## config.mk

```make
export PLATFORM = sky130hd
export DESIGN_NAME = bcd_counter_multi_flat
export DESIGN_NICKNAME = d
export VERILOG_FILES = /design/src/rtl/bcd_counter_multi_if.sv /design/src/rtl/bcd_counter_multi.sv /design/src/flat_wrapper.sv
export SDC_FILE = /design/constraint.sdc
export NUM_CORES = 1
export LEC_CHECK = 0
export CORE_ASPECT_RATIO = 1.75
export CORE_UTILIZATION = 55
export DETAILED_ROUTE_END_ITERATION = 16
export PLACE_DENSITY = 0.87
export SYNTH_ARGS = -nofsm -noshare
export SYNTH_HDL_FRONTEND = slang
export SYNTH_SLANG_ARGS = --single-unit
```

## constraint.sdc

```tcl
create_clock -name clk -period 6.5 [get_ports clk]
set_clock_uncertainty 0.1 [all_clocks]
set_input_delay 1.3 -clock clk [delete_from_list [all_inputs] [get_ports clk]]
set_output_delay 1.3 -clock clk [all_outputs]
set_load 0.005 [all_outputs]
```

## src/rtl/bcd_counter_multi_if.sv

```systemverilog
// Control and result bundle between a BCD counter and the logic that drives it.
interface bcd_counter_multi_if #(
  parameter int DIGITS = 2
);
  logic                  en;
  logic                  load;
  logic                  up;
  logic [4*DIGITS-1:0]   in;
  logic [4*DIGITS-1:0]   q;
  logic                  tick;
  logic                  carry;

  modport master (output en, load, up, in, input q, tick, carry);
  modport slave  (input en, load, up, in, output q, tick, carry);
endinterface

```

## src/rtl/bcd_counter_multi.sv

```systemverilog
// Multi-digit BCD up/down counter stepped by an internal clock-enable prescaler.
// One registered stage: q, tick and carry change on the edge that samples the step.
module bcd_counter_multi #(
  parameter int                  DIGITS = 2,
  parameter int                  DIV    = 50000000,
  parameter logic [4*DIGITS-1:0] TOP    = 'h99
) (
  input  logic                clk,
  input  logic                clr,
  bcd_counter_multi_if.slave  bus
);
  localparam int             W        = 4 * DIGITS;
  localparam int             PW       = (DIV > 1) ? $clog2(DIV) : 1;
  localparam logic [PW-1:0]  PSC_LAST = PW'(DIV - 1);

  logic [PW-1:0] psc_q, psc_d;
  logic [W-1:0]  q_q, q_d;
  logic          tick_q, carry_q;
  logic          step;
  logic          wrap;
  logic [W-1:0]  ld_val, inc_val, dec_val;
  logic          inc_c, dec_b;
  logic [3:0]    nib;

  always_comb begin
    step  = bus.en && (psc_q == PSC_LAST);
    psc_d = psc_q;
    if (bus.en) begin
      psc_d = step ? '0 : psc_q + 1'b1;
    end
  end

  // Per-digit sanitise of the load value and single-cycle ripple inc/dec.
  always_comb begin
    ld_val  = '0;
    inc_val = q_q;
    dec_val = q_q;
    inc_c   = 1'b1;
    dec_b   = 1'b1;
    nib     = 4'd0;
    for (int d = 0; d < DIGITS; d++) begin
      nib                = bus.in[4*d +: 4];
      ld_val[4*d +: 4]   = (nib > 4'd9) ? 4'd0 : nib;
      if (inc_c) begin
        if (q_q[4*d +: 4] == 4'd9) begin
          inc_val[4*d +: 4] = 4'd0;
        end else begin
          inc_val[4*d +: 4] = q_q[4*d +: 4] + 4'd1;
          inc_c             = 1'b0;
        end
      end
      if (dec_b) begin
        if (q_q[4*d +: 4] == 4'd0) begin
          dec_val[4*d +: 4] = 4'd9;
        end else begin
          dec_val[4*d +: 4] = q_q[4*d +: 4] - 4'd1;
          dec_b             = 1'b0;
        end
      end
    end
  end

  // Packed BCD orders the same as binary, so a plain compare detects q above TOP.
  always_comb begin
    q_d  = q_q;
    wrap = 1'b0;
    if (bus.up) begin
      if (q_q >= TOP) begin
        q_d  = '0;
        wrap = 1'b1;
      end else begin
        q_d = inc_val;
      end
    end else begin
      if (q_q == '0) begin
        q_d  = TOP;
        wrap = 1'b1;
      end else begin
        q_d = dec_val;
      end
    end
  end

  always_ff @(posedge clk) begin
    if (clr) begin
      psc_q   <= '0;
      q_q     <= '0;
      tick_q  <= 1'b0;
      carry_q <= 1'b0;
    end else if (bus.load) begin
      psc_q   <= '0;
      q_q     <= ld_val;
      tick_q  <= 1'b0;
      carry_q <= 1'b0;
    end else begin
      psc_q   <= psc_d;
      tick_q  <= step;
      carry_q <= step && wrap;
      if (step) begin
        q_q <= q_d;
      end
    end
  end

  assign bus.q     = q_q;
  assign bus.tick  = tick_q;
  assign bus.carry = carry_q;
endmodule

```

## src/flat_wrapper.sv

```systemverilog
// flat-port wrapper written by rule: the top's interface ports become plain ports
module bcd_counter_multi_flat 
#(
  parameter int                  DIGITS = 2,
  parameter int                  DIV    = 50000000,
  parameter logic [4*DIGITS-1:0] TOP    = 'h99
)
  (clk, clr, bus_en, bus_load, bus_up, bus_in, bus_q, bus_tick, bus_carry);
  bcd_counter_multi_if #(.DIGITS(DIGITS)) bus_i ();
  input  logic clk;
  input  logic clr;
  input wire logic [$bits(bus_i.en)-1:0] bus_en;
  input wire logic [$bits(bus_i.load)-1:0] bus_load;
  input wire logic [$bits(bus_i.up)-1:0] bus_up;
  input wire logic [$bits(bus_i.in)-1:0] bus_in;
  output wire logic [$bits(bus_i.q)-1:0] bus_q;
  output wire logic [$bits(bus_i.tick)-1:0] bus_tick;
  output wire logic [$bits(bus_i.carry)-1:0] bus_carry;
  assign bus_i.en = bus_en;
  assign bus_i.load = bus_load;
  assign bus_i.up = bus_up;
  assign bus_i.in = bus_in;
  assign bus_q = bus_i.q;
  assign bus_tick = bus_i.tick;
  assign bus_carry = bus_i.carry;
  bcd_counter_multi #(.DIGITS(DIGITS), .DIV(DIV), .TOP(TOP)) u_core (.clk(clk), .clr(clr), .bus(bus_i));
endmodule
```

# Yosys cells after proc, flatten, opt, wreduce, memory -nomap -nowiden

Index checks and enable logic that the tools add are counted.

Bits in registers: 36
Bits of input ports: 13
Output and inout bits: 10
Word-level logic and storage cells: 45

$add $sub $neg: 5
$lt $le $gt $ge: 3
Equality and inequality tests: 4
Mux-type cells: 19
Reductions and logical operators: 9

Operator list:

| kind                                                     | number |
|---|---|
| 2-to-1 mux 8 bit                                         | 5 |
| 2-to-1 mux 4 bit                                         | 8 |
| adder 26 x 1 -> 26 bit, second input constant            | 1 |
| equality test 26 bit, second input constant              | 1 |
| 2-to-1 mux 26 bit                                        | 1 |
| adder 4 x 1 -> 4 bit, second input constant              | 2 |
| equality test 4 bit, second input constant               | 2 |
| greater-or-equal comparator 8 bit, second input constant | 1 |
| > comparator 4 bit, second input constant                | 2 |
| logical NOT 4 bit                                        | 2 |
| logical NOT 8 bit                                        | 1 |
| subtractor 4 x 1 -> 4 bit, second input constant         | 2 |
| 2-to-1 mux 1 bit                                         | 5 |
| inequality test 4 x 2 -> 1 bit, second input constant    | 1 |
| nonzero test 4 bit                                       | 1 |
| AND reduction 3 bit                                      | 1 |
| logical AND 1 bit                                        | 2 |
| nonzero test 2 bit                                       | 1 |
| OR reduction 2 bit                                       | 1 |

# Depth between registers and ports, before layout

Word-level depth: 7
Depth in mapped cells: 7
Depth with buffers taken out: 6

# Least setup slack after synthesis

OpenSTA, ideal clock, no wires.

Kind: input port to flip-flop
Start point: input bus_en
End point: register u_core.q_q[0] (netlist: u_core.bus.q[0])
Library setup time: 0.079 ns
Arrival time: 2.638 ns
Data required time: 6.321 ns
Setup slack: 3.682 ns
Stages: 5
Buffers on the path: 0
Path through: nand3_1 > or2_2 > or4b_1 > a211o_1 > a211oi_2

Cells in the longest elaborated chain, start to end: 2

RTL lines:

| element                             | line                     | text |
|---|---|---|
| start, declared                     | flat_wrapper.sv:12       | `input wire logic [$bits(bus_i.en)-1:0] bus_en;` |
| logical AND 1 bit                   | bcd_counter_multi.sv:26  | `step = bus.en && (psc_q == PSC_LAST);` |
| nonzero test 2 bit (no source line) | -                        |  |
| end signal, assigned                | bcd_counter_multi.sv:92  | `q_q <= ld_val;` |
| end signal, assigned                | bcd_counter_multi.sv:100 | `q_q <= q_d;` |
| end, declared                       | bcd_counter_multi.sv:17  | `logic [W-1:0] q_q, q_d;` |

No other way between the ends.
A chain may end at the register's enable or synchronous reset.

# Worst setup path after layout

Start point: input bus_en
End point: register u_core.psc_q[25]

Cells in the longest elaborated chain, start to end: 2

RTL lines:

| element              | line                    | text |
|---|---|---|
| logical AND 1 bit    | bcd_counter_multi.sv:26 |  |
| 2-to-1 mux 26 bit    | bcd_counter_multi.sv:29 | `psc_d = step ? '0 : psc_q + 1'b1;` |
| end signal, assigned | bcd_counter_multi.sv:96 | `psc_q <= psc_d;` |
| end, declared        | bcd_counter_multi.sv:16 | `logic [PW-1:0] psc_q, psc_d;` |

Several ways; a longest one is shown, not always the timed one.

==> flow_summary.yaml <==
global_route:
  gr-usage-met3: 0.0323
  pin_count_of_the_biggest_net_entering_global_routing: 24
  grt_overflow_total: 0
  grt_pass1_vias: 1851
  global_route.peak_usage_layer: "met2"
  globalRouteMet1Util: 0.258
  grt_util_all_layers: 0.247
  met2_usage: 0.446
  antenna_found_initial: 0
  first_pass_grt_wire_length_um: 8110
clock_network:
  cts.root.buffer_cell: "clkbuf_8"
  numClockSinks: 36
  ctsLongestPathBuffers: 2
  cts-resized-gates: 0
  insertion_delay_ns: 0.29
  post_cts_buffers: 0
  cts.reportedPaths.clkPinSlew_ns: 0.07
  cts_made_buffers: 5
  cts_tree: "yes"
  htree_num_levels: 2
  number_of_hold_buffers_added_after_cts: 0
sta:
  max-slew-margin-rel: 0.451
  timing_max_transition_violations_final: 0
  finalSetupViolations: 0
  post-route-period-util: 0.537
  period_minus_slack_ns: 3.49
  fmax_mhz: 286
  final-hold-violation-count: 0
  slew_at_the_pin_with_the_worst_max_slew_slack_ns: 0.823
  rsz0062_at_grt: "no"
  setup_tns_ns: 0
yosys:
  ys_seq_area_frac: 0.330
  synth-edff-count: 0
  synth_top_cells_by_count: "43 x nor2_1, 36 x dfxtp_1, 19 x nand2_1"
  synth_top_area_cell: "dfxtp_1"
  yosysUniqueCellTypes: 56
  syn_inst: 275
  mappedNetlistNets: 289
  async_flop_share: 0
  synth_most_common_cell: "nor2_1"
  synth.cell_area_um2: 2190
  post_synthesis_register_bit_count: 36
  post_synth.cell_area_avg_um2: 7.95
  synth.top_cells.by_area: "dfxtp_1 33%, nor2_1 7.4%, xnor2_1 7.2%, nand2_1 3.3%, clkbuf_8 3.1%"
  synth_top_area_frac: 0.330
  yosys_warnings: 0
  postSynth.topFlopCell: "dfxtp_1"
min_path:
  min-delay-start: "u_core.psc_q[1]"
  min-delay-path-class: "flip-flop to flip-flop"
worst_setup_path:
  cp_cell_sequence: "clkdlybuf4s50_1 > nand3_1 > nor4b_1 > nand2_1 > nand2b_1 > o21ba_2"
  critical_path.max_stage_delay_ns: 0.63
  worst-r2r-setup-slack_ns: 3.87
  worstReg2RegStart: "u_core.psc_q[9]"
  worstPathMaxFanout: 23
  reg2regPathDepth: 5
  timing.critical_path.slowest_stage_cell: "nand2b_1"
  setup.worst_path.start: "bus_en"
  cp_data_arrival_time_ns: 3.58
  cp-endpoint: "u_core.psc_q[25]"
  crit_required_ns: 6.59
  type_of_destination_of_the_critical_path: "flip-flop"
  rr_endpoint: "u_core.psc_q[25]"
  critPathKind: "primary input to flip-flop"
  worst_setup_path_start_kind: "primary input"
run_status:
  status: "complete, no violations"
placement:
  gp_routability_congestion: 0.846
  port_buffers: 22
  post-dp-hpwl_um: 3500
cells_and_area:
  area_growth_pct: 12.0
  drive_above_1_share: 0.0727
  nets_finish: 302
  antenna-diode-count: 0
  postLayoutCoreUtil: 0.640
pwr:
  max-vdd-ir-drop_mv: 0.180
  fin_total_pwr_mw: 0.453
  total_leakage_power_nw: 0.745
  power_density_nw_per_um2: 185
floorplanning:
  core_um2: 3830
  fp.dieH_um: 85.4
  rows: 30
  boundaryPins: 23
  die_width_um: 49.7
  floorplan.initialDensity: 0.571
  floorplan.die_area_um2: 4240
run:
  maxCapViolCount: 0
routing:
  route.final.wire_length_um: 4870
  drt_first_iter_violations: 73
  drc: 0
  final_antenna_net_count: 0
  detailroute.via_count: 2052
  post_drt_wl_per_cell_um: 14.4
  drt-vias-per-instance: 6.09
  first_pass_iteration_count_of_the_detailed_router: 4
layout by cell type, fill, tap and decap left out, types with 3 or more instances in the layout:
master	instances
nor2_1	43
dfxtp_1	36
clkdlybuf4s50_1	22
nand2_1	19
xnor2_1	18
nand3_1	13
nor3_1	10
a21oi_1	10
o21ai_0	9
nor4_1	8
nand2b_1	7
inv_1	7
nand4_1	6
a211oi_1	6
xor2_1	6
clkbuf_8	6
nor2b_1	4
nand3b_1	3
o211ai_1	3
a31oi_1	3
and3_1	3
flip-flops by register name, summed over array words and instances, names as in the netlist:
name,cells
u_core.psc_q,26
u_core.bus.q,8
u_core.bus.carry,1
u_core.bus.tick,1
critical path: cells and delay by family:
family | cells | cell delay [ns]
AO/OA/AOI/OAI | 1 | 0.26
buffers and inverters | 1 | 0.59
AND/OR/NAND/NOR | 4 | 1.44
through the flow:
stage / cells / cell area, um^2 / setup slack [ns] / hold slack (ns)
finish: 337 / 2450 / 3.01 / 0.400
global route: 337 / 2450 / 2.80 / 0.437
CTS: 337 / 2450 / 3.04 / 0.405
detailed placement: 329 / 2360 / 2.73 / 0.394
global placement: 329 / 2360 / 2.81 / 0.377
floorplan: 275 / 2190 / 3.68 / 0.362
logic make-up (layout without fill, tap and decap cells):
family                   after synthesis  count (layout)  share of synthesized area
AND/OR/NAND/NOR                      134             134                      0.321
AO/OA/AOI/OAI                         53              53                      0.169
flip-flops                            36              36                      0.330
XOR/XNOR                              24              24                     0.0961
buffers and inverters                 24              38                     0.0641
multiplexers                           3               3                     0.0143
adder cells (fa/ha/maj)                1               1                    0.00572
report_power, final:
group	internal (mW)	switching, mW	leakage, nW
Sequential	0.224	0.0108	0.292
Clock	0.0845	0.0792	0.0510
Combinational	0.0282	0.0265	0.402
metal layers:
layer | share of wire | vias to the layer above
met5 | 0 | -
met4 | 0.037 | 0
met3 | 0.025 | 14
met2 | 0.54 | 44
met1 | 0.40 | 971
li1 | - | 1023
worst min-delay path by stage:
stage	slack, ns	end	cells after the start
6_report	0.40	u_core.psc_q[1]	2
5_1_grt	0.44	u_core.psc_q[1]	2
4_1_cts	0.41	u_core.psc_q[1]	2
3_5_place_dp	0.39	u_core.psc_q[1]	2
3_3_place_gp	0.38	u_core.psc_q[1]	2
2_1_floorplan	0.36	u_core.psc_q[1]	2
layout make-up:
type,instances,area [um^2]
inverters,8,30.0
well taps,48,60.1
multi-input cells,215,1330
repair buffers,22,220
flip-flops and latches,36,721
fillers,350,1380
clock inverters,2,10.0
clock buffers,6,82.6
Power figures use the tool's default switching activity.
